**src/rtl/fp_pkg.sv**
```systemverilog
// rtl/fp_pkg.sv - shared types and DesignWare status to fflags mapping
package fp_pkg;

  // RISC-V accrued-exception layout: nv is bit 4, nx is bit 0.
  typedef struct packed {
    logic nv;
    logic dz;
    logic of;
    logic uf;
    logic nx;
  } fflags_t;

  localparam int ST_ZERO    = 0;
  localparam int ST_INF     = 1;
  localparam int ST_INV     = 2;
  localparam int ST_TINY    = 3;
  localparam int ST_HUGE    = 4;
  localparam int ST_INEXACT = 5;

  // Only the invalid, tiny, huge and inexact bits carry exception meaning.
  // Underflow is reported only when the tiny result was also inexact.
  // A multiply never divides by zero, so dz stays 0.
  function automatic fflags_t dw_status_to_fflags(input logic [7:0] status);
    fflags_t f;
    f.nv = status[ST_INV];
    f.dz = 1'b0;
    f.of = status[ST_HUGE];
    f.uf = status[ST_TINY] & status[ST_INEXACT];
    f.nx = status[ST_INEXACT];
    return f;
  endfunction

endpackage

```
**src/rtl/fp_res_fifo.sv**
```systemverilog
// rtl/fp_res_fifo.sv - generic synchronous FIFO with registered full/empty
// Ports:
//   clk, rst_n        clock, asynchronous active-low reset
//   push_i, wdata_i   write strobe and data (ignored when full)
//   pop_i             read strobe (ignored when empty)
//   rdata_o           head entry, reads 0 while empty
//   full_o, empty_o   occupancy status from registered count
module fp_res_fifo
  import fp_pkg::*;
#(
  parameter int WIDTH = 8,
  parameter int DEPTH = 2
) (
  input  logic             clk,
  input  logic             rst_n,
  input  logic             push_i,
  input  logic [WIDTH-1:0] wdata_i,
  input  logic             pop_i,
  output logic [WIDTH-1:0] rdata_o,
  output logic             full_o,
  output logic             empty_o
);

  localparam int PTR_W = (DEPTH > 1) ? $clog2(DEPTH) : 1;
  localparam int CNT_W = PTR_W + 1;
  localparam logic [CNT_W-1:0] DEPTH_C = CNT_W'(DEPTH);

  logic [WIDTH-1:0] mem_q [DEPTH];
  logic [PTR_W-1:0] wptr_q, wptr_d;
  logic [PTR_W-1:0] rptr_q, rptr_d;
  logic [CNT_W-1:0] count_q, count_d;
  logic             do_push, do_pop;

  assign full_o  = (count_q == DEPTH_C);
  assign empty_o = (count_q == '0);

  // No pass-through: a push while full is dropped even if a pop frees a slot.
  assign do_push = push_i && !full_o;
  assign do_pop  = pop_i && !empty_o;

  assign rdata_o = empty_o ? '0 : mem_q[rptr_q];

  always_comb begin
    wptr_d  = wptr_q;
    rptr_d  = rptr_q;
    count_d = count_q;
    // DEPTH is a power of two, so pointer overflow is the modulo wrap.
    if (do_push) wptr_d = wptr_q + PTR_W'(1);
    if (do_pop)  rptr_d = rptr_q + PTR_W'(1);
    case ({do_push, do_pop})
      2'b10:   count_d = count_q + CNT_W'(1);
      2'b01:   count_d = count_q - CNT_W'(1);
      default: count_d = count_q;
    endcase
  end

  always_ff @(posedge clk or negedge rst_n) begin
    if (!rst_n) begin
      wptr_q  <= '0;
      rptr_q  <= '0;
      count_q <= '0;
    end else begin
      wptr_q  <= wptr_d;
      rptr_q  <= rptr_d;
      count_q <= count_d;
    end
  end

  // Storage is don't-care after reset, so it carries no reset.
  always_ff @(posedge clk) begin
    if (do_push) mem_q[wptr_q] <= wdata_i;
  end

endmodule

```
**src/rtl/fp_mul_result_stage.sv**
```systemverilog
// rtl/fp_mul_result_stage.sv - registered result stage after the fp multiplier
// Ports:
//   clk, rst_n                      clock, asynchronous active-low reset
//   in_valid/in_ready               upstream handshake (in_ready = !full)
//   in_o, in_status, in_tag         multiplier product, DW status, caller tag
//   out_valid/out_ready             downstream handshake on the FIFO head
//   out_data, out_fflags, out_tag   head result, mapped flags, tag
//   acc_fflags, acc_clr             sticky flags of popped results, clear
module fp_mul_result_stage
  import fp_pkg::*;
#(
  parameter int N_DATA = 64,
  parameter int TAG_W  = 4,
  parameter int DEPTH  = 2
) (
  input  logic              clk,
  input  logic              rst_n,
  input  logic              in_valid,
  output logic              in_ready,
  input  logic [N_DATA-1:0] in_o,
  input  logic [7:0]        in_status,
  input  logic [TAG_W-1:0]  in_tag,
  output logic              out_valid,
  input  logic              out_ready,
  output logic [N_DATA-1:0] out_data,
  output logic [4:0]        out_fflags,
  output logic [TAG_W-1:0]  out_tag,
  output logic [4:0]        acc_fflags,
  input  logic              acc_clr
);

  localparam int ENTRY_W = N_DATA + 5 + TAG_W;

  logic               full, empty, push, pop;
  fflags_t            in_flags;
  logic [ENTRY_W-1:0] wdata, rdata;
  logic [4:0]         acc_q, acc_d;

  // Flags are mapped before storage so the head presents them directly.
  assign in_flags = dw_status_to_fflags(in_status);
  assign wdata    = {in_o, in_flags, in_tag};

  assign in_ready  = !full;
  assign out_valid = !empty;
  assign push      = in_valid && in_ready;
  assign pop       = out_valid && out_ready;

  fp_res_fifo #(
    .WIDTH (ENTRY_W),
    .DEPTH (DEPTH)
  ) u_fifo (
    .clk     (clk),
    .rst_n   (rst_n),
    .push_i  (push),
    .wdata_i (wdata),
    .pop_i   (pop),
    .rdata_o (rdata),
    .full_o  (full),
    .empty_o (empty)
  );

  assign {out_data, out_fflags, out_tag} = rdata;

  // Clear takes effect before accrual, so clear+pop leaves only the head flags.
  always_comb begin
    acc_d = acc_q;
    if (acc_clr) acc_d = '0;
    if (pop)     acc_d = acc_d | out_fflags;
  end

  always_ff @(posedge clk or negedge rst_n) begin
    if (!rst_n) acc_q <= '0;
    else        acc_q <= acc_d;
  end

  assign acc_fflags = acc_q;

endmodule

```
**config.mk**
```make
export PLATFORM = sky130hd
export DESIGN_NAME = fp_mul_result_stage
export DESIGN_NICKNAME = d
export VERILOG_FILES = /design/src/rtl/fp_pkg.sv /design/src/rtl/fp_res_fifo.sv /design/src/rtl/fp_mul_result_stage.sv
export SDC_FILE = /design/constraint.sdc
export NUM_CORES = 1
export LEC_CHECK = 0
export CORE_ASPECT_RATIO = 1.4
export CORE_MARGIN = 1
export CORE_UTILIZATION = 43
export CTS_BUF_LIST = sky130_fd_sc_hd__clkbuf_16
export DETAILED_ROUTE_END_ITERATION = 10
export GPL_ROUTABILITY_DRIVEN = 1
export PLACE_DENSITY_LB_ADDON = 0.15
export SETUP_SLACK_MARGIN = 0.3
export SYNTH_ARGS = -nofsm -noshare
export SYNTH_HDL_FRONTEND = slang
export SYNTH_HIERARCHICAL = 1
export SYNTH_SLANG_ARGS = --single-unit
```
**constraint.sdc**
```tcl
create_clock -name clk -period 4.3 [get_ports clk]
set_input_delay 0.645 -clock clk [delete_from_list [all_inputs] [get_ports clk]]
set_output_delay 0.645 -clock clk [all_outputs]
set_load 0.02 [all_outputs]
```
==> metrics <==
clk_skew 8.53 ps; vias in the first global route 3,421; R2R cell count 6; worst stage delay on the critical path 830 ps; Port Buffers 156; # resized after CTS 0; total track usage 16.0%; # nets final 590; antenna violations before repair 0; Site Rows 50; RR Startpoint u_fifo/count_q[0]; top sig layer met4; max cap viols 0; Worst EP arrival 2510 ps; CTS Buffer Depth 2; CTS buffer count 17; count leader, synth edfxtp_1; Initial Utilization 44.3%; # setup viols final 0; Flop pwr share 35.7%; post-route cell area 8240 sq um; hold path startpoint acc_fflags[3]; Worst VDD drop 386 uV; cell taking the most area after synthesis edfxtp_1; Simple-Gate Fraction of Synth Area 5.51%; Worst-Skew Late Latency 410 ps; drt drc 0; hold path depth 1; Hold Buf Count CTS 0; Top Ports 161; Top Family by Delay on Critical Path buffers and inverters; area of placed instances 7660 sq um; ANT nets after route 0; Core Region 13,400 sq um; Worst Path Required 3650 ps; Yosys Warn Count 6; Distinct cells, synth 18; main combinational cell family by area after synthesis multiplexers; CP startpoint kind flop; slowest CP cell dfrtp_4; final worst path period share 73.4%; Critical R2R Capture u_fifo/count_q[1]; worst slew pin tran 1070 ps; Setup Total Neg Slack 0 ps; Rel. slew slack 28.8%; Post-Syn Area 5930 sq um; min Tclk post-route 3160 ps; sequential cell area fraction in the yosys report 77.8%; wire length per cell 15.9 um; global route overflow 0; pwr/cell area 771 nW/um^2; Synth Flop Type edfxtp_1; Synth Area in Compound Gates 0.739%; die area 14,300 sq um; XOR/XNOR Fraction of Synth Area 0.739%; post-CTS setup buffers 0; RD Place Congestion 0.708; CP Cell Sequence buf_4 > mux2i_1 > nor2_1 > clkdlybuf4s50_1; cell count after synthesis 344; die width 101 um; # diodes 0; H-tree depth 4; Sw Pwr 2.17 mW; leak pwr 3.05 nW; Internal Power 4.19 mW; status completed; average size of a mapped cell 17.2 sq um; Worst Path Buf+Inv 2; max frequency 317 MHz; clock sinks 155; first-pass GRT wire length 16,800 um; Async SR Flop Fraction 5.81%; r2r setup slk 1930 ps; Die Height 141 um; Area Growth Syn to Fin 39.1%; Crit. End Element output pin; detailed-route via count 3,286; RSZ-0062 raised after global routing false; CTS Root Buffer Type clkbuf_16; pin count of the biggest net entering global routing 74; Hold Crit Endpoint acc_fflags[3]; Clk network pwr share 22.9%; crit-path max FO 34; CTS tree done; mux cell area share after synthesis 12.3%; met2 wire len 6200 um; Post-synth top cells edfxtp_1, nor2_1, mux2i_1, dfrtp_1, buf_4; Slew Limit Fails 0; adder-cell share of the synthesized area 0.211%; synth top area cells edfxtp_1, mux2i_1, nor2_1, dfrtp_1, buf_6; Met1 Routed Length 4260 um; final wirelength 11,100 um; Final Hold Fails 0; Crit Path Category reg2out; drt first pass iters 4; layout cells sized above 1 6.94%; initial detailed-routing violation count 94; Net Sw Frac 34.1%; Yosys top cell area share 74.0%; vias per cell 4.69; met3 WL post-DR 582 um; hpwl dp 7040 um; Yosys reg bits 155; number of flops mapped to enable cells by yosys 146; Worst-path clk slew 60 ps; Comb power frac 41.4%; class of the worst hold path reg2reg
-- flip-flops by register name, summed over array words and instances (netlist names) --
register        cells
acc_fflags          5
u_fifo/count_q      2
u_fifo/mem_q      146
u_fifo/rptr_q       1
u_fifo/wptr_q       1
-- routing by layer --
metal,up-vias,track usage (%)
met5,-,0
met3,6,5.06
li1,1583,-
met2,95,29.8
met1,1602,16.2
met4,0,5.95
-- power by group through the flow --
| stage | sequential, mW | clock, mW | combinational, mW |
|---|---|---|---|
| after floorplan | 2.23 | 0 | 1.58 |
| after global placement | 2.29 | 0 | 2.65 |
| after detailed placement | 2.31 | 0 | 2.67 |
| after CTS | 2.28 | 1.49 | 2.68 |
| after global routing | 2.30 | 1.55 | 2.80 |
| final | 2.27 | 1.46 | 2.63 |
-- through the flow --
stage | hold WS [ps] | setup slack (ps) | power [mW] | std cells | util (%)
4_1_cts | 509 | 1090 | 6.45 | 701 | 61.6
2_1_floorplan | 349 | 1080 | 3.81 | 345 | -
6_report | 506 | 1140 | 6.36 | 701 | 61.6
3_3_place_gp | 492 | 1560 | 4.94 | 671 | 57.3
3_5_place_dp | 491 | 1540 | 4.97 | 671 | 57.3
5_1_grt | 531 | 1020 | 6.65 | 701 | 61.6
-- cell families after synthesis --
group                    count (synthesis)
flip-flops                             155
adder cells (fa/ha/maj)                  1
other                                    1
AO/OA/AOI/OAI                            5
AND/OR/NAND/NOR                         83
buffers and inverters                   21
XOR/XNOR                                 5
multiplexers                            73
-- worst max path at each step --
stage / from / to / slack, ps / depth (start not counted)
floorplan: in_valid / u_fifo/mem_q[0][0] / 1080 / 3
CTS: u_fifo/rptr_q / out_data[7] / 1090 / 4
detailed placement: u_fifo/count_q[0] / out_data[24] / 1540 / 4
finish: u_fifo/rptr_q / out_data[7] / 1140 / 4
global route: u_fifo/rptr_q / out_data[4] / 1020 / 4
global placement: u_fifo/rptr_q / out_data[27] / 1560 / 4
-- worst register-to-register path, cell delays in order (launching register included) --
cell	delay [ps]
dfrtp_1	450
nor2_4	660
nor2b_1	280
nor2b_1	240
ha_1	360
nor2_1	140
xor2_1	160
-- placed cells by master (no fill, tap or decap) --
cell type	Yosys	layout
dfrtp_4	0	1
nor2_1	76	74
clkinv_4	0	1
conb_1	1	2
nand2b_1	1	1
clkinv_2	0	2
xnor2_1	3	3
clkbuf_16	0	17
mux2i_1	73	73
and3_4	0	1
clkinv_1	0	2
buf_4	7	3
inv_1	4	5
inv_6	0	2
nor2b_1	3	3
nand2_1	1	1
edfxtp_1	146	146
clkdlybuf4s50_1	0	156
clkinvlp_4	0	2
buf_12	0	2
dfrtp_1	9	8
nor2_4	0	2
xor2_1	2	2
a22o_1	5	5
ha_1	1	1
bufinv_16	0	3
and2_1	1	1
-- area by class of cell --
cell class / instances / area [sq um]
Clock inverter: 13 / 153
Tap cell: 182 / 228
Inverter: 4 / 15.0
Multi-Input combinational cell: 169 / 1180
Clock buffer: 17 / 425
Fill cell: 1105 / 5140
Sequential cell: 155 / 4610
Timing Repair Buffer: 161 / 1620
Note: power is estimated with default switching activity, not from simulation.
